File: src/rtl/arith_pkg.sv
// Shared definitions for the adder/subtractor family of leaf datapath blocks.
package arith_pkg;

    localparam int unsigned DEC_WIDTH_DEFAULT = 4;

    typedef logic [DEC_WIDTH_DEFAULT-1:0] dec_word_t;

endpackage

File: src/rtl/dec_core.sv
// Combinational decrement-by-one: ripple-borrow chain with optional saturation at zero.
module dec_core
    import arith_pkg::*;
#(
    parameter int unsigned WIDTH    = DEC_WIDTH_DEFAULT,
    parameter bit          SATURATE = 1'b0
) (
    input  logic [WIDTH-1:0] inp,
    output logic [WIDTH-1:0] d,
    output logic             b
);

    logic [WIDTH:0]   br;
    logic [WIDTH-1:0] diff;

    // Subtracting one is a borrow injected at bit 0; it ripples up while bits are zero.
    always_comb begin
        br    = '0;
        diff  = '0;
        br[0] = 1'b1;
        for (int unsigned i = 0; i < WIDTH; i++) begin
            diff[i]  = inp[i] ^ br[i];
            br[i+1]  = br[i] & ~inp[i];
        end
    end

    // Borrow out of the top stage means every bit was zero.
    assign b = br[WIDTH];

    always_comb begin
        d = diff;
        if (SATURATE && b) begin
            d = '0;
        end
    end

endmodule

File: src/rtl/decrementor.sv
// Registered unsigned decrement-by-one with borrow and zero flags; one-cycle latency.
module decrementor
    import arith_pkg::*;
#(
    parameter int unsigned WIDTH    = DEC_WIDTH_DEFAULT,
    parameter bit          SATURATE = 1'b0
) (
    input  logic             clk,
    input  logic             rst_n,
    input  logic [WIDTH-1:0] inp,
    output logic [WIDTH-1:0] o,
    output logic             borrow,
    output logic             zero
);

    logic [WIDTH-1:0] d;
    logic             b;

    dec_core #(
        .WIDTH    (WIDTH),
        .SATURATE (SATURATE)
    ) u_core (
        .inp (inp),
        .d   (d),
        .b   (b)
    );

    // Reset state is a consistent "result of zero": o=0 with zero flag set.
    always_ff @(posedge clk or negedge rst_n) begin
        if (!rst_n) begin
            o      <= '0;
            borrow <= 1'b0;
            zero   <= 1'b1;
        end else begin
            o      <= d;
            borrow <= b;
            zero   <= (d == '0);
        end
    end

endmodule

File: config.mk
export PLATFORM = sky130hd
export DESIGN_NAME = decrementor
export DESIGN_NICKNAME = d
export VERILOG_FILES = /design/src/rtl/arith_pkg.sv /design/src/rtl/dec_core.sv /design/src/rtl/decrementor.sv
export SDC_FILE = /design/constraint.sdc
export NUM_CORES = 1
export LEC_CHECK = 0
export ABC_AREA = 1
export CORE_AREA = 2 2 39 41
export CTS_BUF_LIST = sky130_fd_sc_hd__clkbuf_8 sky130_fd_sc_hd__clkbuf_16
export DETAILED_ROUTE_END_ITERATION = 10
export DIE_AREA = 0 0 41 43
export PLACE_DENSITY = 0.5
export SLEW_MARGIN = 20
export SYNTH_ARGS = -nofsm -noshare
export SYNTH_HDL_FRONTEND = slang
export SYNTH_HIERARCHICAL = 1
export SYNTH_SLANG_ARGS = --single-unit
File: constraint.sdc
create_clock -name clk -period 0.97 [get_ports clk]
set_input_delay 0.097 -clock clk [delete_from_list [all_inputs] [get_ports clk]]
set_output_delay 0.097 -clock clk [all_outputs]
set_load 0.02 [all_outputs]
==> flow_summary.ini, run 1 <==
[timing]
holdWs_ps = 106
fin_crit_sh_pct = 97.2
hold_viol = 0
setup_viol = 0
rsz0062_at_grt = no
slew_viol_final = 0
max_freq_ghz = 1.06
worstMarginPinSlew_ps = 242
min_period_ps = 943
max_slew_margin_pct = 83.8

[routing]
drt_iter0_drc = 0
wirelength_um = 336
routed-via-count = 177
drcViolationCount = 0
drt.antenna.violating_nets = 0
drtPass1Iterations = 1
via_per_inst = 3.16
wl_per_cell_um = 6.00

[global_routing]
grt_max_degree = 7
grt_pass1_vias = 175
met1_usage_pct = 4.56
grt_pass1_wl_um = 600
track_usage_pct = 5.75
met3_usage_pct = 1.57
busiest_layer = met4
grt-ovfl-total = 0
use_met2_pct = 7.81
antenna_found_initial = 0

[critical_path]
criticalPathCategory = register to primary output
cp.required_ps = 870
critPathArrivalTime_ps = 850
cpPeakStageDelay_ps = 500
cp_slowest_cell = dfstp_2
path_max_fanout = 1
cp_top_family = flip-flops
cp_num_buf_inv = 1
crit_chain = buf_4
start_kind = register
crit_path_end_kind = primary output

[cells_and_area]
drive_gt1_share_pct = 45.0
fin_nets = 50
ff_latch_area_sq_um = 151
multi_input_area_sq_um = 76.3
antenna_cells = 0
fill_cells = 166
syn_to_final_growth_pct = 78.2
final_common_cell = inv_1
mostFrequentLayoutCells = inv_1, dfrtp_1, clkbuf_2
fin_util_pct = 31.1

[die]
die-height_um = 43
io_pins = 12
die_x_um = 41
core.rowCount = 14
start_util_pct = 17.5
core_region_area_sq_um = 1380
design.die.area_sq_um = 1760

[flow_run]
drv_cap = 0

[worst_hold_path]
min_path_type = input port to asynchronous set/reset pin

[power]
p_total_uw = 754
p_seq_share_pct = 36.3
clock_power_share_pct = 49.5
p_per_area_nw_per_um2 = 1750
pwr-share-comb_pct = 14.2
swShare_pct = 21.8
p_switching_uw = 165
p_leak_nw = 0.239
vdd_drop_max_mv = 0.379
internal_power_uw = 589

[synth]
ys_warn_count = 6
ys_types = 6
synthesis.nets = 32
synth_seq_cells = 6
synth.yosys.seq_area_share_pct = 62.7
synthCells = 23
synth_area_per_cell_sq_um = 10.5
synth_area_sq_um = 241

[placement]
place.gp.congestion = 0.564
portBuffers = 11

[clock_network]
ctsRootBufferMaster = clkbuf_8
cts.sink_count = 6
cts_buffer_depth = 2
ctsHoldBuffers = 0
cts_buffers = 3
tritoncts = yes
h-tree-depth = 1
clk_transition_reported_paths_ps = 40

[run_status]
status = finished, final reports clean
## synth_stat cells
library cell / n / area, sq um
inv_1: 11 / 41.3
dfrtp_1: 5 / 125
ha_1: 3 / 37.5
nand2_1: 2 / 7.51
dfstp_2: 1 / 26.3
nor2_1: 1 / 3.75
## power groups by stage
stage                     clock (mW)  combinational, mW  sequential [mW]
after floorplan                    0             0.0261            0.301
after global placement             0              0.114            0.277
after detailed placement           0              0.115            0.277
after CTS                      0.383              0.116            0.274
after global routing           0.397              0.126            0.275
final                          0.374              0.107            0.274
## kinds of logic (layout without fill, tap and decap cells)
group                      after synthesis  in the layout  synth area share [%]
buffers and inverters                   11             28                  17.1
DFF                                      6              6                  62.7
adders and majority gates                3              3                  15.5
and+or+nand+nor                          3              3                  4.66
## area by class of cell
| class | count | share of cell area [%] |
|---|---|---|
| Sequential cell | 6 | 35.2 |
| Timing Repair Buffer | 13 | 22.4 |
| Multi-Input combinational cell | 6 | 17.7 |
| Clock buffer | 3 | 9.59 |
| Inverter | 11 | 9.59 |
| Tap cell | 16 | 4.65 |
| Clock inverter | 1 | 0.872 |
## metrics by stage
stage	TNS [ps]	area [sq um]	setup WS (ps)	std cells
after detailed placement	-1800	384	-501	51
after floorplan	0	246	5.02	23
after global routing	0	430	0.386	56
after CTS	0	450	2.92	56
after global placement	-1800	384	-508	51
final	0	430	27.0	56
## metal layers
metal | up-vias | wire length, um
met5 | - | 0
met4 | 0 | 0
met3 | 0 | 41
met2 | 9 | 182
met1 | 74 | 113
li1 | 94 | -
## worst max path at each step
stage                 from  slack, ps  depth (start not counted)    to
detailed placement  inp[0]       -500                          9  zero
global placement    inp[0]       -510                          9  zero
floorplan           inp[0]          5                          8  zero
CTS                   zero          3                          1  zero
finish                zero         30                          1  zero
global route          zero        0.4                          1  zero
## flip-flops by register name, summed over array words and instances (netlist names)
name    flops
zero        1
borrow      1
o           4
## what timing repair did
action                     4_1_cts  5_1_grt
pin swaps                        4        4
buffers inserted                 1        0
gates resized for setup         22        8
setup endpoints to repair       10        5
No activity file was read; power rests on OpenSTA's default activity.
==> inputs of run 2 (changes only) <==
--- a/config.mk
+++ b/config.mk
@@ -8,6 +8,7 @@
 export ABC_AREA = 1
 export CORE_AREA = 2 2 39 41
 export CTS_BUF_LIST = sky130_fd_sc_hd__clkbuf_8 sky130_fd_sc_hd__clkbuf_16
+export CTS_CLUSTER_DIAMETER = 100
 export DETAILED_ROUTE_END_ITERATION = 10
 export DIE_AREA = 0 0 41 43
 export PLACE_DENSITY = 0.5
==> results of run 2 <==
The final DEF is identical to that of run 1; final timing and power are the same.
==> inputs of run 3 (changes only) <==
--- a/config.mk
+++ b/config.mk
@@ -7,7 +7,7 @@
 export LEC_CHECK = 0
 export ABC_AREA = 1
 export CORE_AREA = 2 2 39 41
-export CTS_BUF_LIST = sky130_fd_sc_hd__clkbuf_8 sky130_fd_sc_hd__clkbuf_16
+export CTS_BUF_LIST = sky130_fd_sc_hd__clkbuf_4
 export CTS_CLUSTER_DIAMETER = 100
 export DETAILED_ROUTE_END_ITERATION = 10
 export DIE_AREA = 0 0 41 43
==> run 3 against run 2 <==
Net effect: non-clock buffer count is the same; cell count unchanged; highest routed layer is now met4; critical path depth unchanged; count of clock-buffer cells in the layout grew 1; clock power down 26%; flip-flop and latch count unchanged; fmax shrank 1.9%; combinational power grew 10%; core utilization increased by 0.81 points.
==> flow_summary.ini, run 3 (synthesized netlist as in run 1, its figures left out) <==
[die]
start_util_pct = 17.5
io_pins = 12
die-height_um = 43
design.die.area_sq_um = 1760
core_region_area_sq_um = 1380
die_x_um = 41
core.rowCount = 14

[cells_and_area]
multi_input_area_sq_um = 76.3
top_regs = o (4), borrow (1), zero (1)
drive_gt1_share_pct = 47.5
top_register = o
fin_nets = 50
mostFrequentLayoutCells = inv_1, dfrtp_1, clkbuf_4, clkdlybuf4s15_2
largest_reg_flops = 4
ff_latch_area_sq_um = 151
fill_cells = 163
antenna_cells = 0
syn_to_final_growth_pct = 82.9
final_common_cell = inv_1

[critical_path]
cp_slowest_cell = dfstp_2
cpPeakStageDelay_ps = 520
cp_num_buf_inv = 1
critPathLaunch = zero
crit_chain = buf_6
start_kind = register
criticalPathCategory = register to primary output
cp_top_family = flip-flops
cp.required_ps = 870
path_max_fanout = 1
crit_path_end_kind = primary output
critPathArrivalTime_ps = 860

[routing]
routed-via-count = 180
wirelength_um = 330
wl_per_cell_um = 5.89
drt.antenna.violating_nets = 0
drcViolationCount = 0
via_per_inst = 3.21
drtPass1Iterations = 1
drt_iter0_drc = 0

[power]
p_per_area_nw_per_um2 = 1510
p_seq_share_pct = 41.0
internal_power_uw = 512
p_leak_nw = 0.235
clock_power_share_pct = 41.3
pwr-share-comb_pct = 17.7
vdd_drop_max_mv = 0.288
p_switching_uw = 154
swShare_pct = 23.1
p_total_uw = 667

[global_routing]
antenna_found_initial = 0
grt_max_degree = 7
grt_pass1_vias = 174
track_usage_pct = 5.95
grt_pass1_wl_um = 593
grt-ovfl-total = 0

[timing]
rsz0062_at_grt = yes
slew_viol_final = 0
hold_viol = 0
fin_tns_setup_ps = 0
fin_crit_sh_pct = 99.1
max_freq_ghz = 1.04
worstMarginPinSlew_ps = 243
min_period_ps = 961
max_slew_margin_pct = 83.7
setup_viol = 0

[worst_hold_path]
min_path_type = input port to asynchronous set/reset pin

[clock_network]
cts_buffer_depth = 2
h-tree-depth = 1
ctsHoldBuffers = 0
cts.sink_count = 6
cts_buffers = 3
tritoncts = yes
clk_transition_reported_paths_ps = 50
ctsRootBufferMaster = clkbuf_4

[run_status]
status = finished, final reports clean

[placement]
place.gp.congestion = 0.564
portBuffers = 11

[flow_run]
drv_cap = 0
-- run 3: changes by cell type in the layout (fill, tap and decap cells not counted) --
cell / change
clkbuf_2: -4
clkdlybuf4s15_2: +4
clkbuf_4: +4
buf_4: -1
clkbuf_8: -3
clkdlybuf4s15_1: -2
buf_6: +1
inv_1: -1
dlygate4sd2_1: +2
-- run 3: worst paths after layout --
check	end	slack [ps]	cells after the start
max	zero	9	1
min	o[2]	80	1
max in group asynchronous	zero	630	1
min in group clk	o[1]	340	4
-- run 3: power groups by stage --
| stage | Clock, mW | Combinational [mW] | Sequential, mW |
|---|---|---|---|
| after detailed placement | 0 | 0.115 | 0.277 |
| after global routing | 0.292 | 0.137 | 0.275 |
| after CTS | 0.280 | 0.121 | 0.274 |
| after floorplan | 0 | 0.0261 | 0.301 |
| after global placement | 0 | 0.114 | 0.277 |
| final | 0.275 | 0.118 | 0.273 |
-- run 3: repair_timing --
item                                    4_1_cts  5_1_grt
resized for setup                            28        1
endpoints found under the setup margin       10        3
pin swaps                                     4        3
buffers inserted                              1        0
-- run 3: area by class of cell --
type | count | share of cell area, %
inverters | 11 | 9.35
clock buffers | 4 | 6.80
well taps | 16 | 4.53
repair buffers | 13 | 27.8
multi-input cells | 6 | 17.3
flip-flops and latches | 6 | 34.3
-- run 3: metrics by stage --
step                      worst slack, ps  area, sq um  cells  util, %  hold slack (ps)
after CTS                            2.53          447     56     32.3             82.7
final                                8.86          442     56     31.9             78.4
after global routing                -14.1          442     56     31.9              109
after detailed placement             -501          384     51     27.8              344
after global placement               -508          384     51     27.8              342
after floorplan                      5.02          246     23        -             -199
-- run 3: routing by layer --
layer,vias up,wire length [um],track usage (%)
li1,94,-,-
met1,73,108,4.23
met2,11,165,7.81
met3,2,38,1.57
met4,0,17,12.0
met5,-,0,0
==> RTL change, RTL diff (settings of run 2) <==
`SATURATE` is set to 1'b0 in 2 places; all go to 1'b1.
--- a/src/rtl/dec_core.sv
+++ b/src/rtl/dec_core.sv
@@ -3,7 +3,7 @@
     import arith_pkg::*;
 #(
     parameter int unsigned WIDTH    = DEC_WIDTH_DEFAULT,
-    parameter bit          SATURATE = 1'b0
+    parameter bit          SATURATE = 1'b1
 ) (
     input  logic [WIDTH-1:0] inp,
     output logic [WIDTH-1:0] d,
--- a/src/rtl/decrementor.sv
+++ b/src/rtl/decrementor.sv
@@ -3,7 +3,7 @@
     import arith_pkg::*;
 #(
     parameter int unsigned WIDTH    = DEC_WIDTH_DEFAULT,
-    parameter bit          SATURATE = 1'b0
+    parameter bit          SATURATE = 1'b1
 ) (
     input  logic             clk,
     input  logic             rst_n,
Check against the original RTL: not equivalent (a bounded check fails within 4 cycles, from zero or initial values and one cycle with rst_n low).
==> RTL change against run 2 <==
Sequential cell count stayed put. Design area increased by 5.8%. Utilization up 1.8 points. Setup slack got worse by 0.0011 ns. Area after synthesis is 4.7% higher. Global-route usage is 0.91 points lower. Routed wire length up 12%. Total power grew 2.2%.
==> RTL change: results (changes against run 2) <==
GP Congestion: 0.592 (+4.9%)
Vias in the first global route: 149 (-15%)
Synth Flop Type: dfrtp_1
Crit path max fanout: 1 (unchanged)
Post-synthesis sequential area ratio: 59.9% (-2.8 points)
P_leak: 0.259 nW (+8.3%)
Initial antenna violation count: 0 (unchanged)
CP arrival: 0.85 ns (about the same)
Syn Nets: 35 (+9.4%)
# fillers: 167 (+0.60%)
Nets: 55 (+10%)
Final setup vio count: 0 (unchanged)
CTS Root Cell: clkbuf_8
H-tree lvl count: 1 (unchanged)
HP Class: in -> async
Yosys cell types: 11 (+5)
Max incr delay on CP: 0.50 ns (about the same)
Most common library cells after synthesis: inv_1 (11), dfrtp_1 (5), nand2_1 (4)
Setup Buffers After CTS: 0 (-1)
Synth area leaders: dfrtp_1 (50%), inv_1 (16%), dfstp_2 (10%)
First-pass GRT wire length: 510 um (-15%)
GRT Overall Usage: 4.84% (-0.91 points)
Number of buffers created by CTS: 3 (unchanged)
Drt wl/cell: 5.97 um (-0.53%)
1st-iter DRT viols: 0 (unchanged)
Via count: 203 (+15%)
Pre-CTS setup slack: -0.346 ns (+0.156 ns)
CTS clk-pin slew, worst paths: 0.04 ns (about the same)
Diodes inserted: 0 (unchanged)
Psw: 0.170 mW (+3.0%)
Count of input and output buffers: 11 (unchanged)
Slowest stage cell, crit path: dfstp_2
Max VDD drop: 0.345 mV (-8.9%)
Drt first pass iters: 1 (unchanged)
CP top delay family: flip-flops
Largest net degree at the start of global routing: 7 (unchanged)
Clock buffer depth: 2 (unchanged)
Status: complete, no violations
Count leader, synth: inv_1
YS warnings: 6 (unchanged)
Post-synth ARST share: 100% (unchanged)
Relative slew margins: 83.0% (-0.75 points)
Layout cell share with drive strength beyond 1: 34.0% (-11 points)
Largest regs: o: 4 flops, borrow: 1 flops, zero: 1 flops
-- RTL change: power by group through the flow --
stage	sequential (mW)	clock, mW	combinational, mW
global placement	0.276	0	0.129
CTS	0.273	0.388	0.126
global route	0.274	0.393	0.137
floorplan	0.298	0	0.0319
finish	0.273	0.376	0.122
detailed placement	0.276	0	0.130
-- RTL change: area by class of cell --
class	count	share of cell area [%]
Clock buffer	3	9.07
Clock inverter	1	0.824
Inverter	12	9.89
Multi-Input combinational cell	10	15.1
Sequential cell	6	33.2
Tap cell	16	4.40
Timing Repair Buffer	15	27.5
-- RTL change: kinds of logic (layout without fill, tap and decap cells) --
logic type / Yosys count / after routing / synth area share [%]
AOI/OAI and AO/OA: 2 / 2 / 3.96
buffers and inverters: 12 / 31 / 17.8
and+or+nand+nor: 7 / 7 / 13.4
adders and majority gates: 1 / 1 / 4.95
DFF: 6 / 6 / 59.9
-- RTL change: final timing paths --
path | from | end | slack (ns)
max in group asynchronous | rst_n | zero$_DFF_PN1_ | 0.59
min in group clk | inp[0] | o[0]$_DFF_PN0_ | 0.38
min | rst_n | borrow$_DFF_PN0_ | 0.11
max | zero$_DFF_PN1_ | zero | 0.03
-- RTL change: stage by stage --
step / hold WS (ns) / TNS (ns) / power [mW] / std cells / cell area (um2)
2_1_floorplan: -0.199 / 0 / 0.330 / 28 / 253
3_3_place_gp: 0.343 / -1.80 / 0.404 / 59 / 413
3_5_place_dp: 0.347 / -1.85 / 0.406 / 59 / 413
4_1_cts: 0.112 / 0 / 0.786 / 63 / 465
5_1_grt: 0.142 / 0 / 0.805 / 63 / 455
6_report: 0.109 / 0 / 0.771 / 63 / 455
-- RTL change: what timing repair did --
action,in CTS,in global routing
hold endpoints to repair,0,0
setup endpoints to repair,10,2
pin swaps,1,0
hold buffers,0,0
gates resized for setup,22,2
-- RTL change: routing by layer --
| layer | up-vias | global-route usage (%) | wire (um) |
|---|---|---|---|
| li1 | 115 | - | - |
| met3 | 2 | 0 | 47 |
| met1 | 73 | 4.89 | 162 |
| met4 | 0 | 10.0 | 14 |
| met5 | - | 0 | 0 |
| met2 | 13 | 5.63 | 151 |
